<file path="config.mk">
export PLATFORM = sky130hd
export DESIGN_NAME = qr_ser_gearbox
export DESIGN_NICKNAME = d
export VERILOG_FILES = /design/src/rtl/qr_ser_gearbox.sv
export SDC_FILE = /design/constraint.sdc
export NUM_CORES = 1
export LEC_CHECK = 0
export CAP_MARGIN = 20
export CELL_PAD_IN_SITES_DETAIL_PLACEMENT = 0
export CELL_PAD_IN_SITES_GLOBAL_PLACEMENT = 2
export CORE_UTILIZATION = 47
export CTS_CLUSTER_DIAMETER = 50
export DETAILED_ROUTE_END_ITERATION = 10
export PLACE_DENSITY_LB_ADDON = 0.2
export RECOVER_POWER = 100
export SLEW_MARGIN = 25
export SYNTH_ARGS = -nofsm -noshare
export SYNTH_HDL_FRONTEND = slang
export SYNTH_SLANG_ARGS = --single-unit
</file>
<file path="constraint.sdc">
create_clock -name clk -period 5.2 [get_ports clk]
set_input_delay 1.04 -clock clk [delete_from_list [all_inputs] [get_ports clk]]
set_output_delay 1.04 -clock clk [all_outputs]
set_load 0.02 [all_outputs]
</file>
<file path="src/rtl/qr_ser_gearbox.sv">
// Parallel-to-quarter-rate gearbox: buffers wide words in a small FIFO and
// hands one narrow slice per clock to the TX serializer mux. Besides the data
// path it can source PRBS7, a fixed per-clock pattern, or idle zeros.
module qr_ser_gearbox #(
  parameter int IN_WIDTH   = 16,
  parameter int OUT_WIDTH  = 4,
  parameter int FIFO_DEPTH = 4,
  parameter bit MSB_FIRST  = 1'b1
) (
  input  logic                 clk,
  input  logic                 rstb,
  input  logic [IN_WIDTH-1:0]  in_data,
  input  logic                 in_valid,
  output logic                 in_ready,
  input  logic [1:0]           mode,
  input  logic [OUT_WIDTH-1:0] pattern,
  output logic [OUT_WIDTH-1:0] out_data,
  output logic                 out_valid,
  output logic                 underflow,
  input  logic                 underflow_clr
);

  localparam int RATIO = IN_WIDTH / OUT_WIDTH;
  localparam int PTR_W = (FIFO_DEPTH > 1) ? $clog2(FIFO_DEPTH) : 1;
  localparam int CNT_W = $clog2(FIFO_DEPTH + 1);
  localparam int SC_W  = $clog2(RATIO + 1);

  localparam logic [CNT_W-1:0] DEPTH_C   = CNT_W'(FIFO_DEPTH);
  localparam logic [SC_W-1:0]  RATIO_C   = SC_W'(RATIO);
  localparam logic [6:0]       LFSR_SEED = 7'h7F;

  // Reject parameter sets the slicing and pointer-wrap logic cannot handle.
  if ((IN_WIDTH % OUT_WIDTH) != 0) begin : g_bad_ratio
    $error("qr_ser_gearbox: IN_WIDTH must be an integer multiple of OUT_WIDTH");
  end
  if ((FIFO_DEPTH < 2) || ((FIFO_DEPTH & (FIFO_DEPTH - 1)) != 0)) begin : g_bad_depth
    $error("qr_ser_gearbox: FIFO_DEPTH must be a power of 2 and at least 2");
  end

  typedef enum logic [1:0] {
    MODE_DATA    = 2'd0,
    MODE_PRBS    = 2'd1,
    MODE_PATTERN = 2'd2,
    MODE_IDLE    = 2'd3
  } mode_e;

  typedef enum logic {
    ST_IDLE = 1'b0,
    ST_RUN  = 1'b1
  } state_e;

  mode_e                mode_sel;
  state_e               state, state_nxt;
  logic [IN_WIDTH-1:0]  fifo_mem [FIFO_DEPTH];
  logic [PTR_W-1:0]     wr_ptr, rd_ptr;
  logic [CNT_W-1:0]     count;
  logic [SC_W-1:0]      slice_cnt, slice_cnt_nxt;
  logic [IN_WIDTH-1:0]  word_reg, word_nxt;
  logic [IN_WIDTH-1:0]  head;
  logic [OUT_WIDTH-1:0] out_data_nxt;
  logic                 out_valid_nxt;
  logic [6:0]           lfsr, lfsr_nxt, lfsr_v;
  logic [OUT_WIDTH-1:0] prbs_bits;
  logic                 prbs_active;
  logic                 do_push, pop, flush, uf_set;

  // Slice k of a word in transmit order.
  function automatic logic [OUT_WIDTH-1:0] slice_of(input logic [IN_WIDTH-1:0] w, input int idx);
    if (MSB_FIRST) return w[IN_WIDTH-1-idx*OUT_WIDTH -: OUT_WIDTH];
    else           return w[idx*OUT_WIDTH +: OUT_WIDTH];
  endfunction

  assign mode_sel = mode_e'(mode);
  assign head     = fifo_mem[rd_ptr];
  assign in_ready = rstb && (mode_sel == MODE_DATA) && (count < DEPTH_C);
  assign do_push  = in_valid && in_ready;

  // Next-state and next-output decode for the slicer FSM and the test sources.
  always_comb begin
    state_nxt     = state;
    slice_cnt_nxt = slice_cnt;
    word_nxt      = word_reg;
    out_data_nxt  = '0;
    out_valid_nxt = 1'b0;
    lfsr_nxt      = lfsr;
    lfsr_v        = LFSR_SEED;
    prbs_bits     = '0;
    pop           = 1'b0;
    flush         = 1'b0;
    uf_set        = 1'b0;
    case (mode_sel)
      MODE_DATA: begin
        case (state)
          ST_IDLE: begin
            if (count != '0) begin
              pop           = 1'b1;
              word_nxt      = head;
              out_data_nxt  = slice_of(head, 0);
              out_valid_nxt = 1'b1;
              slice_cnt_nxt = SC_W'(1);
              state_nxt     = ST_RUN;
            end
          end
          ST_RUN: begin
            if (slice_cnt < RATIO_C) begin
              out_data_nxt  = slice_of(word_reg, int'(slice_cnt));
              out_valid_nxt = 1'b1;
              slice_cnt_nxt = slice_cnt + SC_W'(1);
            end else if (count != '0) begin
              pop           = 1'b1;
              word_nxt      = head;
              out_data_nxt  = slice_of(head, 0);
              out_valid_nxt = 1'b1;
              slice_cnt_nxt = SC_W'(1);
            end else begin
              uf_set        = 1'b1;
              slice_cnt_nxt = '0;
              state_nxt     = ST_IDLE;
            end
          end
          default: state_nxt = ST_IDLE;
        endcase
      end
      MODE_PRBS: begin
        flush         = 1'b1;
        state_nxt     = ST_IDLE;
        slice_cnt_nxt = '0;
        lfsr_v        = prbs_active ? lfsr : LFSR_SEED;
        for (int i = 0; i < OUT_WIDTH; i++) begin
          prbs_bits[OUT_WIDTH-1-i] = lfsr_v[6];
          lfsr_v = {lfsr_v[5:0], lfsr_v[6] ^ lfsr_v[5]};
        end
        lfsr_nxt      = lfsr_v;
        out_data_nxt  = prbs_bits;
        out_valid_nxt = 1'b1;
      end
      MODE_PATTERN: begin
        flush         = 1'b1;
        state_nxt     = ST_IDLE;
        slice_cnt_nxt = '0;
        out_data_nxt  = pattern;
        out_valid_nxt = 1'b1;
      end
      default: begin
        flush         = 1'b1;
        state_nxt     = ST_IDLE;
        slice_cnt_nxt = '0;
      end
    endcase
  end

  // FSM state, current word, output slice and PRBS generator registers.
  always_ff @(posedge clk or negedge rstb) begin
    if (!rstb) begin
      state       <= ST_IDLE;
      slice_cnt   <= '0;
      word_reg    <= '0;
      out_data    <= '0;
      out_valid   <= 1'b0;
      lfsr        <= LFSR_SEED;
      prbs_active <= 1'b0;
    end else begin
      state       <= state_nxt;
      slice_cnt   <= slice_cnt_nxt;
      word_reg    <= word_nxt;
      out_data    <= out_data_nxt;
      out_valid   <= out_valid_nxt;
      lfsr        <= lfsr_nxt;
      prbs_active <= (mode_sel == MODE_PRBS);
    end
  end

  // FIFO occupancy and pointers; leaving DATA mode discards everything buffered.
  always_ff @(posedge clk or negedge rstb) begin
    if (!rstb) begin
      count  <= '0;
      wr_ptr <= '0;
      rd_ptr <= '0;
    end else if (flush) begin
      count  <= '0;
      wr_ptr <= '0;
      rd_ptr <= '0;
    end else begin
      if (do_push) wr_ptr <= wr_ptr + PTR_W'(1);
      if (pop)     rd_ptr <= rd_ptr + PTR_W'(1);
      if (do_push && !pop)      count <= count + CNT_W'(1);
      else if (!do_push && pop) count <= count - CNT_W'(1);
    end
  end

  // FIFO storage needs no reset; occupancy alone decides what is valid.
  always_ff @(posedge clk) begin
    if (do_push) fifo_mem[wr_ptr] <= in_data;
  end

  // Sticky underflow flag; a clear in the same cycle as a new underflow wins.
  always_ff @(posedge clk or negedge rstb) begin
    if (!rstb)              underflow <= 1'b0;
    else if (underflow_clr) underflow <= 1'b0;
    else if (uf_set)        underflow <= 1'b1;
  end

endmodule
</file>
==> results of run 1 <==
[cells by family (layout without fill, tap and decap cells)]
group	count (synthesis)	in the layout	synth area share
and+or+nand+nor	51	51	0.0676
buffers and inverters	25	61	0.0284
xor gates and xnor gates	8	8	0.0176
AOI/OAI and AO/OA	28	28	0.0431
DFF	105	105	0.671
muxes	34	34	0.142
adders and majority gates	10	10	0.0301
[where the power goes]
group	switching, mW	internal [mW]	leakage, nW
sequential	0.0741	0.973	1.09
combinational	0.121	0.165	0.617
clock	0.284	0.184	0.0950
[synth_stat cells (all sizes together) (3+ instances only)]
master | n | area share
a21o | 4 | 0.0068
o22ai | 6 | 0.0085
nor2 | 8 | 0.0068
nand2b | 5 | 0.0071
a221oi | 4 | 0.0079
dfrtp | 34 | 0.19
and4 | 4 | 0.0079
ha | 9 | 0.026
dfstp | 7 | 0.042
and2 | 10 | 0.015
buf | 9 | 0.015
edfxtp | 64 | 0.44
mux4 | 20 | 0.10
clkbuf | 4 | 0.0034
mux2 | 12 | 0.036
nand2 | 14 | 0.016
o21ai | 5 | 0.0057
xnor2 | 7 | 0.016
inv | 12 | 0.010
a31oi | 3 | 0.0043
[path summary, 6_finish.rpt]
kind                       slack [ns]                         to  depth (start not counted)                startpoint
setup / recovery                 1.20                   in_ready                          6                   mode[1]
hold / removal                   0.49   word_reg[12]$_DFFE_PN0P_                          1  word_reg[12]$_DFFE_PN0P_
setup reg to reg                 2.95  fifo_mem[2][14]$_DFFE_PP_                          2      count[2]$_DFFE_PN0P_
hold reg to reg                  0.49   word_reg[12]$_DFFE_PN0P_                          1  word_reg[12]$_DFFE_PN0P_
max in group asynchronous        2.35      underflow$_DFFE_PN0P_                          2                      rstb
min in group asynchronous        0.59       count[2]$_DFFE_PN0P_                          1                      rstb
[cell type report]
| type | count | share of cell area |
|---|---|---|
| sequential | 105 | 0.600 |
| tap | 108 | 0.0274 |
| multi-input combinational | 131 | 0.260 |
| timing repair buffer | 34 | 0.0660 |
| clock buffer | 9 | 0.0251 |
| inverter | 12 | 0.00914 |
| clock inverter | 6 | 0.0127 |
[critical path, stage by stage]
cell	delay (ns)
dlygate4sd3_1	0.58
inv_1	0.09
ha_1	0.14
buf_4	0.23
and3b_1	0.20
dlygate4sd3_1	0.67
[metrics by stage]
stage | area [um^2] | hold slack, ns | std cells | util
final | 4930 | 0.486 | 405 | 0.554
after global routing | 4930 | 0.506 | 405 | 0.554
after CTS | 4980 | 0.488 | 405 | 0.560
after detailed placement | 4790 | 0.466 | 390 | 0.539
after global placement | 4790 | 0.453 | 390 | 0.539
after floorplan | 4410 | 0.445 | 261 | -
[layer usage]
metal	up-vias	global-route usage	part of all wire
met5	-	0	0
met4	0	0.0413	0.016
met3	8	0.0482	0.039
met2	43	0.278	0.49
met1	1117	0.220	0.46
li1	1049	-	-
[placed cells by master, fill, tap and decap left out, types with 2 or more instances in the layout]
cell type and n:
edfxtp_1 64, dfrtp_1 33, dlygate4sd3_1 24, mux4_2 20, nand2_1 14, inv_1 12
ha_1 9, clkbuf_8 9, nor2_1 8, xnor2_1 7, clkdlybuf4s50_1 7, dfstp_2 7
o22ai_1 6, mux2_1 6, mux2_2 6, nand2b_1 5, o21ai_0 5, and2_0 5
and4_1 4, a221oi_1 4, and2_1 4, a21o_1 4, a31oi_1 3, nor3_1 2
a21oi_1 2, mux2i_1 2, nand3_1 2, clkinv_4 2, inv_6 2, clkbuf_1 2
==> flow_metrics.tcl, run 1 <==
set metrics [dict create \
    largest_register_ff_count 64 \
    grt_use_total 0.168 \
    finalSetupViolations 0 \
    ios 33 \
    drtIter0Drc 106 \
    clockBufferDepth 2 \
    dr.pass1.iters 4 \
    max_freq_mhz 250 \
    core_um2 8890 \
    slew_violations 38 \
    route.detailed.drc 0 \
    required_ns 4.16 \
    mappedNetlistNets 297 \
    pre_cts_slack_ns 1.34 \
    wire_per_inst_um 18.1 \
    synth_ff_type "edfxtp_1" \
    power_mw 1.80 \
    clock-sinks 105 \
    arrival_ns 2.96 \
    dieHeight_um 98.8 \
    cts_hold_buf 0 \
    synth_edf_count 64 \
    post_route_cells_drive_above_1_share 0.172 \
    avgSynthCellArea_um2 16.9 \
    num_vias 2217 \
    drv_cap 1 \
    cts_tree "done" \
    final_nets 329 \
    fillCellCount 739 \
    mappedNetlistArea_um2 4410 \
    overflow 0 \
    multi_input_area_um2 1280 \
    rsz0062_at_grt "false" \
    setup_tns_ns 0 \
    violations "capacitance limit, slew limit" \
    place_congestion 0.691 \
    grt_max_degree 38 \
    cts_setup_buffers 0 \
    hold_class "reg -> reg" \
    async_flop_share 0.390 \
    yosysSeqAreaShare 0.671 \
    wl_um 7320 \
    p_leak_nw 1.80 \
    numCtsBuffers 9 \
    skew_ns 0.0116 \
    hold_violations 0 \
    worstMarginPinSlew_ns 2.05 \
    power.density_nw_per_um2 366 \
    clock_latency_ns 0.36 \
    slew_headroom -0.369 \
    cp_max_fo 23 \
    ys_seq_elements 105 \
    die_x_um 98.8 \
    cp-start-kind "input pin" \
    ir_worst_vdd_mv 0.158 \
    outcome "finished with violations" \
    yosysWarningCount 0 \
    post_cts_resized 0 \
    critPathKind "in -> out" \
    endpoint_kind "output port" \
    initial_core_util 0.496 \
    layout_min_cycle_time_ns 4.00 \
    seq_area_um2 2960 \
    grt_antenna_before_repair 0 \
    io_buffers 32 \
    finalWorstSetupSlack_ns 1.20 \
    dp.final_hpwl_um 4800 \
    htreeDepth 3 \
    ant_nets 0 \
    grt_pass1_vias 2341 \
    fin_crit_sh 0.770 \
    dieArea_um2 9770 \
    syn_inst 261 \
    clkTransAtPathRegs_ns 0.09 \
    areaGrowthSynthToFinish_pct 11.8 \
    grt_first_pass_wirelength_um 12100 \
    rows 34 \
    vias_per_cell 5.47 \
    n_antenna_cell 0 \
    synth_cell_types 43 \
    cts_root_buffer "clkbuf_8" \
]
No activity file was read; power rests on OpenSTA's default activity.
==> run 2, diff against run 1 <==
--- a/config.mk
+++ b/config.mk
@@ -8,7 +8,7 @@
 export CAP_MARGIN = 20
 export CELL_PAD_IN_SITES_DETAIL_PLACEMENT = 0
 export CELL_PAD_IN_SITES_GLOBAL_PLACEMENT = 2
-export CORE_UTILIZATION = 47
+export CORE_UTILIZATION = 43
 export CTS_CLUSTER_DIAMETER = 50
 export DETAILED_ROUTE_END_ITERATION = 10
 export PLACE_DENSITY_LB_ADDON = 0.2
==> constraint.sdc (replaced) <==
create_clock -name clk -period 3.8 [get_ports clk]
set_input_delay 0.76 -clock clk [delete_from_list [all_inputs] [get_ports clk]]
set_output_delay 0.76 -clock clk [all_outputs]
set_load 0.02 [all_outputs]
==> flow_metrics.tcl, run 2 (synthesis results as in run 1) <==
set metrics [dict create \
    p_clk_frac 0.258 \
    grt_antenna_before_repair 0 \
    max_freq_mhz 306 \
    cpLargestDelayFamily "buffers and inverters" \
    post_route_cells_drive_above_1_share 0.178 \
    vias_per_cell 5.09 \
    outcome "completed" \
    slew_violations 0 \
    fin_crit_sh 0.861 \
    cts_setup_buffers 0 \
    required_ns 3.04 \
    p_switching_mw 0.649 \
    dieHeight_um 103 \
    worstMarginPinSlew_ns 1.29 \
    setup_tns_ns 0 \
    wl_um 7750 \
    post_cts_resized 0 \
    clockBufferDepth 2 \
    finalSetupViolations 0 \
    hold_class "reg -> reg" \
    cp_num_cells 5 \
    cts_hold_buf 0 \
    io_buffers 32 \
    final_cell_mix "edfxtp_1 (64), dfrtp_1 (34), dlygate4sd3_1 (24)" \
    largest_register_ff_count 64 \
    min_path_cells 1 \
    initial_core_util 0.447 \
    fin_util 0.505 \
    critPathKind "in -> out" \
    wire_per_inst_um 17.7 \
    stdcell_count 437 \
    cts_root_buffer "clkbuf_8" \
    clock_latency_ns 0.37 \
    clkTransAtPathRegs_ns 0.10 \
    layout_commonest_cell "edfxtp_1" \
    dieArea_um2 10700 \
    p_sw_frac 0.264 \
    cp_max_fo 3 \
    whs_ns 0.486 \
    htreeDepth 3 \
    ios 33 \
    dp.final_hpwl_um 5280 \
    rrSetupSlack_ns 1.66 \
    grt_max_degree 25 \
    final_nets 335 \
    dp_cells 421 \
    cpMostUsedCell "dlygate4sd3_1" \
    hold_violations 0 \
    dr.pass1.iters 4 \
    cp.buffers_inverters 3 \
    layout_min_cycle_time_ns 3.27 \
    finalWorstSetupSlack_ns 0.529 \
    place_congestion 0.670 \
    arrival_ns 2.51 \
    p_int_mw 1.81 \
    slew_headroom 0.141 \
    p_leak_nw 1.82 \
    comb_power_share 0.167 \
    num_vias 2226 \
    cts_tree "done" \
    clock-sinks 105 \
    grt_first_pass_wirelength_um 12300 \
    drv_cap 0 \
    endpoint_kind "output port" \
    drtIter0Drc 75 \
    slowest_delay_ns 0.68 \
    numCtsBuffers 9 \
    ir_worst_vdd_mv 0.291 \
    ant_nets 0 \
    slowest_stage "dlygate4sd3_1" \
    cp_cell_sequence "dlygate4sd3_1, inv_1, ha_1, and3b_1, dlygate4sd3_1" \
    cp-start-kind "input pin" \
    reg2regPathDepth 4 \
    overflow 0 \
    grt_use_total 0.165 \
    n_antenna_cell 0 \
    power.density_nw_per_um2 494 \
    route.detailed.drc 0 \
    core_um2 9860 \
    seqPwrFrac 0.576 \
    rows 36 \
    rsz0062_at_grt "false" \
    areaGrowthSynthToFinish_pct 13.0 \
    pre_cts_slack_ns 0.709 \
    grt_pass1_vias 2236 \
    die_x_um 103 \
    skew_ns 0.00944 \
]
==> run 2: area by class of cell <==
cell class	count	area, um^2
Clock buffer	11	131
Clock inverter	5	46.3
Fill cell	832	4880
Inverter	12	45.0
Multi-Input combinational cell	131	1280
Sequential cell	105	2960
Tap cell	133	166
Timing Repair Buffer	40	357
==> run 2: power groups by stage <==
stage                     sequential (mW)  combinational [mW]  clock [mW]
final                                1.42               0.410       0.634
after global routing                 1.44               0.452       0.708
after CTS                            1.42               0.469       0.662
after detailed placement             1.44               0.469           0
after global placement               1.44               0.462           0
after floorplan                      1.41               0.384           0
==> run 2: through the flow <==
step / area (um^2) / total power, mW
floorplan: 4410 / 1.79
global placement: 4870 / 1.90
detailed placement: 4870 / 1.91
CTS: 5050 / 2.55
global route: 4980 / 2.60
finish: 4980 / 2.46
==> run 2: path summary, 6_finish.rpt <==
check,from,to
worst max-delay path,mode[1],in_ready
worst min-delay path,word_reg[15]$_DFFE_PN0P_,word_reg[15]$_DFFE_PN0P_
worst max register to register,count[1]$_DFFE_PN0P_,word_reg[5]$_DFFE_PN0P_
worst min register to register,word_reg[15]$_DFFE_PN0P_,word_reg[15]$_DFFE_PN0P_
max in group asynchronous,rstb,slice_cnt[1]$_DFFE_PN0P_
min in group asynchronous,rstb,word_reg[2]$_DFFE_PN0P_
==> run 2: metal layers <==
layer  track usage  part of all wire  vias to the layer above
li1              -                 -                     1053
met1         0.216              0.46                     1127
met2         0.265              0.49                       36
met3        0.0477             0.036                       10
met4        0.0585             0.015                        0
met5             0                 0                        -
